--- config.mk ---
export PLATFORM = sky130hd
export DESIGN_NAME = data_mem_arbiter
export DESIGN_NICKNAME = d
export VERILOG_FILES = /design/src/rtl/data_mem_arb_pkg.sv /design/src/rtl/rr_lock_sel.sv /design/src/rtl/data_mem_arbiter.sv
export SDC_FILE = /design/constraint.sdc
export NUM_CORES = 1
export LEC_CHECK = 0
export BUFFER_PORTS_ARGS = -buffer_cell sky130_fd_sc_hd__buf_2
export CORE_AREA = 2 2 106 108
export DETAILED_ROUTE_END_ITERATION = 12
export DIE_AREA = 0 0 108 110
export GPL_TIMING_DRIVEN = 0
export PLACE_DENSITY = 0.71
export SLEW_MARGIN = 20
export SYNTH_ARGS = -nofsm -noshare
export SYNTH_HDL_FRONTEND = slang
export SYNTH_SLANG_ARGS = --single-unit
--- constraint.sdc ---
create_clock -name Clk -period 5.6 [get_ports Clk]
set_input_delay 1.12 -clock Clk [delete_from_list [all_inputs] [get_ports Clk]]
set_output_delay 1.12 -clock Clk [all_outputs]
set_load 0.05 [all_outputs]
--- src/rtl/data_mem_arb_pkg.sv ---
// Shared types and helpers for the DataMem arbiter and its round-robin/lock selector.
package data_mem_arb_pkg;

    localparam int unsigned NUM_PORTS  = 2;
    localparam int unsigned DMEM_WORDS = 512;

    typedef logic port_id_t;

    typedef struct packed {
        logic        wr;
        logic [31:0] addr;
        logic [31:0] wdata;
    } mem_req_t;

    // An address maps into DataMem only if no bit at or above addr_bits is set.
    function automatic logic in_range(input logic [31:0] addr, input int unsigned addr_bits);
        return (addr >> addr_bits) == 32'd0;
    endfunction

endpackage

--- src/rtl/rr_lock_sel.sv ---
// Round-robin winner selection with a bounded lock; purely combinational, the caller
// holds the state registers and applies the returned next-state values.
module rr_lock_sel
    import data_mem_arb_pkg::*;
#(
    parameter int unsigned MAX_LOCK = 8,
    parameter int unsigned CNT_W    = $clog2(MAX_LOCK + 1)
) (
    input  logic [NUM_PORTS-1:0] req_i,
    input  logic [NUM_PORTS-1:0] lock_i,
    input  port_id_t             last_i,
    input  logic                 owner_valid_i,
    input  port_id_t             owner_id_i,
    input  logic [CNT_W-1:0]     lock_cnt_i,
    output logic [NUM_PORTS-1:0] gnt_o,
    output port_id_t             winner_o,
    output port_id_t             last_d_o,
    output logic                 owner_valid_d_o,
    output port_id_t             owner_id_d_o,
    output logic [CNT_W-1:0]     lock_cnt_d_o
);

    localparam logic [CNT_W-1:0] MAX_CNT = CNT_W'(MAX_LOCK);

    logic any_req;
    assign any_req = |req_i;

    always_comb begin
        winner_o = ~last_i;
        if (owner_valid_i && req_i[owner_id_i] && (lock_cnt_i < MAX_CNT)) begin
            winner_o = owner_id_i;
        end else if (req_i == 2'b01) begin
            winner_o = 1'b0;
        end else if (req_i == 2'b10) begin
            winner_o = 1'b1;
        end
        gnt_o = any_req ? (NUM_PORTS'(1) << winner_o) : '0;
    end

    // With no grant the owner has necessarily dropped Req, so the lock is released.
    always_comb begin
        last_d_o        = last_i;
        owner_valid_d_o = 1'b0;
        owner_id_d_o    = owner_id_i;
        lock_cnt_d_o    = '0;
        if (any_req) begin
            last_d_o = winner_o;
            if (lock_i[winner_o]) begin
                owner_valid_d_o = 1'b1;
                owner_id_d_o    = winner_o;
                if (owner_valid_i && (owner_id_i == winner_o)) begin
                    lock_cnt_d_o = (lock_cnt_i == MAX_CNT) ? MAX_CNT : lock_cnt_i + CNT_W'(1);
                end else begin
                    lock_cnt_d_o = CNT_W'(1);
                end
            end
        end
    end

endmodule

--- src/rtl/data_mem_arbiter.sv ---
// Shares the DataMem port between the data path (port 0) and the debug/DMA loader (port 1),
// granting combinationally and returning a registered read/error response.
module data_mem_arbiter
    import data_mem_arb_pkg::*;
#(
    parameter int unsigned MAX_LOCK  = 8,
    parameter int unsigned ADDR_BITS = 11
) (
    input  logic        Clk,
    input  logic        Rst,
    input  logic        Req0,
    input  logic        Req1,
    input  logic        Wr0,
    input  logic        Wr1,
    input  logic        Lock0,
    input  logic        Lock1,
    input  logic [31:0] Addr0,
    input  logic [31:0] Addr1,
    input  logic [31:0] WData0,
    input  logic [31:0] WData1,
    output logic        Gnt0,
    output logic        Gnt1,
    output logic        RValid0,
    output logic        RValid1,
    output logic [31:0] RData,
    output logic        Err,
    output logic        MemRead,
    output logic        MemWrite,
    output logic [31:0] MemAddress,
    output logic [31:0] MemWriteData,
    input  logic [31:0] MemReadData
);

    localparam int unsigned CNT_W = $clog2(MAX_LOCK + 1);

    logic [NUM_PORTS-1:0] req, lock, gnt, rvalid_q;
    port_id_t             last_q, last_d, owner_id_q, owner_id_d, winner;
    logic                 owner_valid_q, owner_valid_d;
    logic [CNT_W-1:0]     lock_cnt_q, lock_cnt_d;
    mem_req_t             req_bus [NUM_PORTS];
    mem_req_t             sel;
    logic                 granted, sel_in_range;
    logic [31:0]          rdata_q;
    logic                 err_q;

    // Masking requests during reset keeps every grant and memory strobe low.
    assign req  = {Req1, Req0} & {NUM_PORTS{~Rst}};
    assign lock = {Lock1, Lock0};

    rr_lock_sel #(
        .MAX_LOCK (MAX_LOCK),
        .CNT_W    (CNT_W)
    ) u_sel (
        .req_i           (req),
        .lock_i          (lock),
        .last_i          (last_q),
        .owner_valid_i   (owner_valid_q),
        .owner_id_i      (owner_id_q),
        .lock_cnt_i      (lock_cnt_q),
        .gnt_o           (gnt),
        .winner_o        (winner),
        .last_d_o        (last_d),
        .owner_valid_d_o (owner_valid_d),
        .owner_id_d_o    (owner_id_d),
        .lock_cnt_d_o    (lock_cnt_d)
    );

    assign req_bus[0]   = '{wr: Wr0, addr: Addr0, wdata: WData0};
    assign req_bus[1]   = '{wr: Wr1, addr: Addr1, wdata: WData1};
    assign sel          = req_bus[winner];
    assign granted      = |gnt;
    assign sel_in_range = in_range(sel.addr, ADDR_BITS);

    assign Gnt0         = gnt[0];
    assign Gnt1         = gnt[1];
    assign MemRead      = granted & ~sel.wr & sel_in_range;
    assign MemWrite     = granted & sel.wr & sel_in_range;
    assign MemAddress   = granted ? sel.addr : '0;
    assign MemWriteData = granted ? sel.wdata : '0;

    always_ff @(posedge Clk) begin
        if (Rst) begin
            last_q        <= 1'b1;
            owner_valid_q <= 1'b0;
            owner_id_q    <= 1'b0;
            lock_cnt_q    <= '0;
        end else begin
            last_q        <= last_d;
            owner_valid_q <= owner_valid_d;
            owner_id_q    <= owner_id_d;
            lock_cnt_q    <= lock_cnt_d;
        end
    end

    // Reads and out-of-range accesses of either kind answer; in-range writes are silent.
    always_ff @(posedge Clk) begin
        if (Rst) begin
            rvalid_q <= '0;
            rdata_q  <= '0;
            err_q    <= 1'b0;
        end else begin
            rvalid_q <= '0;
            err_q    <= 1'b0;
            if (granted && (!sel.wr || !sel_in_range)) begin
                rvalid_q[winner] <= 1'b1;
                err_q            <= ~sel_in_range;
                rdata_q          <= sel_in_range ? MemReadData : '0;
            end
        end
    end

    // A response still in flight when reset arrives is suppressed immediately.
    assign RValid0 = rvalid_q[0] & ~Rst;
    assign RValid1 = rvalid_q[1] & ~Rst;
    assign Err     = err_q & ~Rst;
    assign RData   = Rst ? '0 : rdata_q;

endmodule
==> summary.md <==
| Metric | Value |
|---|---|
| GRT busiest layer | met2 |
| Minimum clock period | 4.26 ns |
| RSZ-0062 raised after global routing | no |
| Clock Path Buffers | 2 |
| Seq/Total Area, Yosys | 0.278 |
| Global Route Usage Sum | 0.194 |
| Worst-Skew Late Latency | 0.29 ns |
| CTS tree | done |
| Fin crit share | 0.761 |
| Hold WS | 0.484 ns |
| Area growth syn-to-layout | 53.9% |
| CP Launch Point | Req1 |
| CP Max Fanout | 10 |
| Die area | 11900 um^2 |
| Die height | 110 um |
| Worst Hold Class | flip-flop to flip-flop |
| Worst-path clk slew | 0.07 ns |
| Cells after DPL | 891 |
| R2R depth | 7 |
| Synthesized area | 3020 um^2 |
| Commonest non-fill, non-tap cell in the layout | buf_2 |
| Post-CTS sizing | 0 |
| Clock Sinks | 42 |
| Final-report hold violation count | 0 |
| CP endpoint kind | output pin |
| Initial Util | 0.282 |
| First-pass DRT Iterations | 5 |
| Cell area after layout | 4650 um^2 |
| Core area | 10700 um^2 |
| PwrDens | 201 nW/um^2 |
| # setup viols final | 0 |
| Placed cell areas | 4540 um^2 |
| Max-slew headroom | 0.568 |
| Rows | 38 |
| Maxcap violations | 0 |
| Critical R2R Launch | owner_id_q$_SDFFE_PP0P_ |
| CTS Hold Bufs | 0 |
| Ys Warns | 0 |
| FILL cells | 1203 |
| GP Congestion | 0.855 |
| Vias per cell | 4.63 |
| Total congestion overflow | 0 |
| Antenna violations before repair | 0 |
| Reg-to-reg setup timing slack | 3.49 ns |
| Worst slew pin tran | 0.647 ns |
| IO Pins | 271 |
| Vias in the first global route | 3737 |
| Die X-Extent | 108 um |
| NumNets Final | 928 |
| Post-DP HPWL | 10500 um |
| Ant. Diodes | 0 |
| Crit path launch type | input port |
| Power Total | 0.000933 W |
| Asr flop ratio synth | 0 |
| Most frequent cells in the layout | buf_2 (277), nand2_1 (135), inv_1 (69), a21oi_1 (69), nor2_1 (44) |
| Max H-tree Level | 2 |
| Setup_tns | 0 ns |
| Syn_nets | 652 |
| Reg-to-reg endpoint | rdata_q[22]$_SDFFE_PP0P_ |
| Status | finished, final reports clean |
| Distinct cell type count after synthesis | 39 |
| Grt met1 use | 0.239 |
| Finished Layout Cells | 899 |
| Worst path required time | 4.48 ns |
| Max IR drop VDD | 0.108 mV |
| Clock skew | 0.00873 ns |
| Leak Pwr | 2.48 nW |
| Critical Setup Path Class | input port to output pin |
| Primary FF master, synth | dfxtp_1 |
| PortBufs | 269 |
| Average size of a mapped cell | 6.27 um^2 |
| Final Max Tran Viols | 0 |
| CTS Buf Count | 5 |
| Largest net degree at the start of global routing | 13 |
| Setup Buffers After CTS | 0 |
| Drt total wl | 12600 um |
| Mapped Cells | 482 |
| First-pass GRT wire length | 18200 um |
| Critical Path AT | 3.14 ns |
| Post-DRT Antenna Nets | 0 |
| DR DRC count | 0 |
| Initial detailed-routing violation count | 225 |
| Vias | 4161 |
| Clock root cell | clkbuf_8 |
| Routed length per instance | 14.1 um |
| CP endpoint | MemWriteData[18] |
| Share of cells above drive strength 1 | 0.391 |
| Maximum clock rate | 235 MHz |
| Seq cells post-synth | 42 |
| Met3 GRT Util | 0.0517 |
| EDFF count, synth | 0 |
| M2 GR Usage | 0.341 |
[synth_stat cells, types with 3 or more instances]
cell      instances  area share
nor2_1           44       0.055
buf_1             5      0.0062
a211oi_1          3      0.0075
nand3b_1          4      0.0099
a21oi_1          69        0.11
buf_6             4       0.015
nor3_1            3      0.0050
and2_1            3      0.0062
dfxtp_1          42        0.28
inv_1            69       0.086
clkbuf_1         18       0.022
nand2_1         135        0.17
o32ai_1          29       0.084
nor2b_1           6       0.012
nor4_1            7       0.014
buf_2             8       0.013
o32ai_2           3       0.016
[worst max-delay path, stage by stage]
cell and delay [ns]:
buf_2 0.12, inv_1 0.04, a211o_1 0.35, nand2_1 0.18, buf_2 0.29, buf_1 0.41
nand2_1 0.14, a21oi_1 0.18, buf_2 0.30
[worst min-delay path by stage]
stage / depth (start not counted) / from / end / slack, ns
after global placement: 2 / rdata_q[4]$_SDFFE_PP0P_ / rdata_q[4]$_SDFFE_PP0P_ / 0.47
after global routing: 2 / rdata_q[13]$_SDFFE_PP0P_ / rdata_q[13]$_SDFFE_PP0P_ / 0.50
after floorplan: 2 / rdata_q[0]$_SDFFE_PP0P_ / rdata_q[0]$_SDFFE_PP0P_ / 0.46
after detailed placement: 2 / rdata_q[7]$_SDFFE_PP0P_ / rdata_q[7]$_SDFFE_PP0P_ / 0.47
final: 2 / rdata_q[24]$_SDFFE_PP0P_ / rdata_q[24]$_SDFFE_PP0P_ / 0.48
after CTS: 2 / rdata_q[24]$_SDFFE_PP0P_ / rdata_q[24]$_SDFFE_PP0P_ / 0.48
[cell families (layout without fill, tap and decap cells)]
family	Yosys count	count (layout)	synth area share
buffers and inverters	106	383	0.147
AOI/OAI and AO/OA	117	117	0.266
adders and majority gates	2	2	0.00828
xor gates and xnor gates	2	2	0.00580
and+or+nand+nor	213	213	0.294
DFF	42	42	0.278
[stage by stage]
stage          worst slack [ns]  utilization
6_report                   1.34        0.435
5_1_grt                    1.17        0.435
4_1_cts                    1.30        0.435
3_5_place_dp               1.31        0.425
3_3_place_gp               1.33        0.425
2_1_floorplan              1.40            -
[final cells by class]
class,instances,area (um^2),share of cell area
clock inverters,1,30.0,0.00646
inverters,69,259,0.0557
flip-flops and latches,42,841,0.181
clock buffers,7,76.3,0.0164
repair buffers,269,1350,0.290
multi-input cells,334,1740,0.373
well taps,140,175,0.0377
plain buffers,37,186,0.0401
[registers in the layout, summed over array words and instances (netlist names)]
| register | flops |
|---|---|
| lock_cnt_q | 4 |
| err_q | 1 |
| owner_id_q | 1 |
| last_q | 1 |
| owner_valid_q | 1 |
| rdata_q | 32 |
| rvalid_q | 2 |
[power by group]
| group | leakage (nW) | internal, W | switching (W) |
|---|---|---|---|
| sequential | 0.340 | 0.000302 | 0.00000236 |
| clock | 0.0524 | 0.000134 | 0.0000999 |
| combinational | 2.09 | 0.000116 | 0.000279 |
[per-layer routing]
metal | wire length, um | vias to the layer above
met3 | 1250 | 6
li1 | - | 2132
met4 | 91 | 0
met5 | 0 | -
met1 | 5160 | 1825
met2 | 6140 | 198
Note: power is estimated with default switching activity, not from simulation.
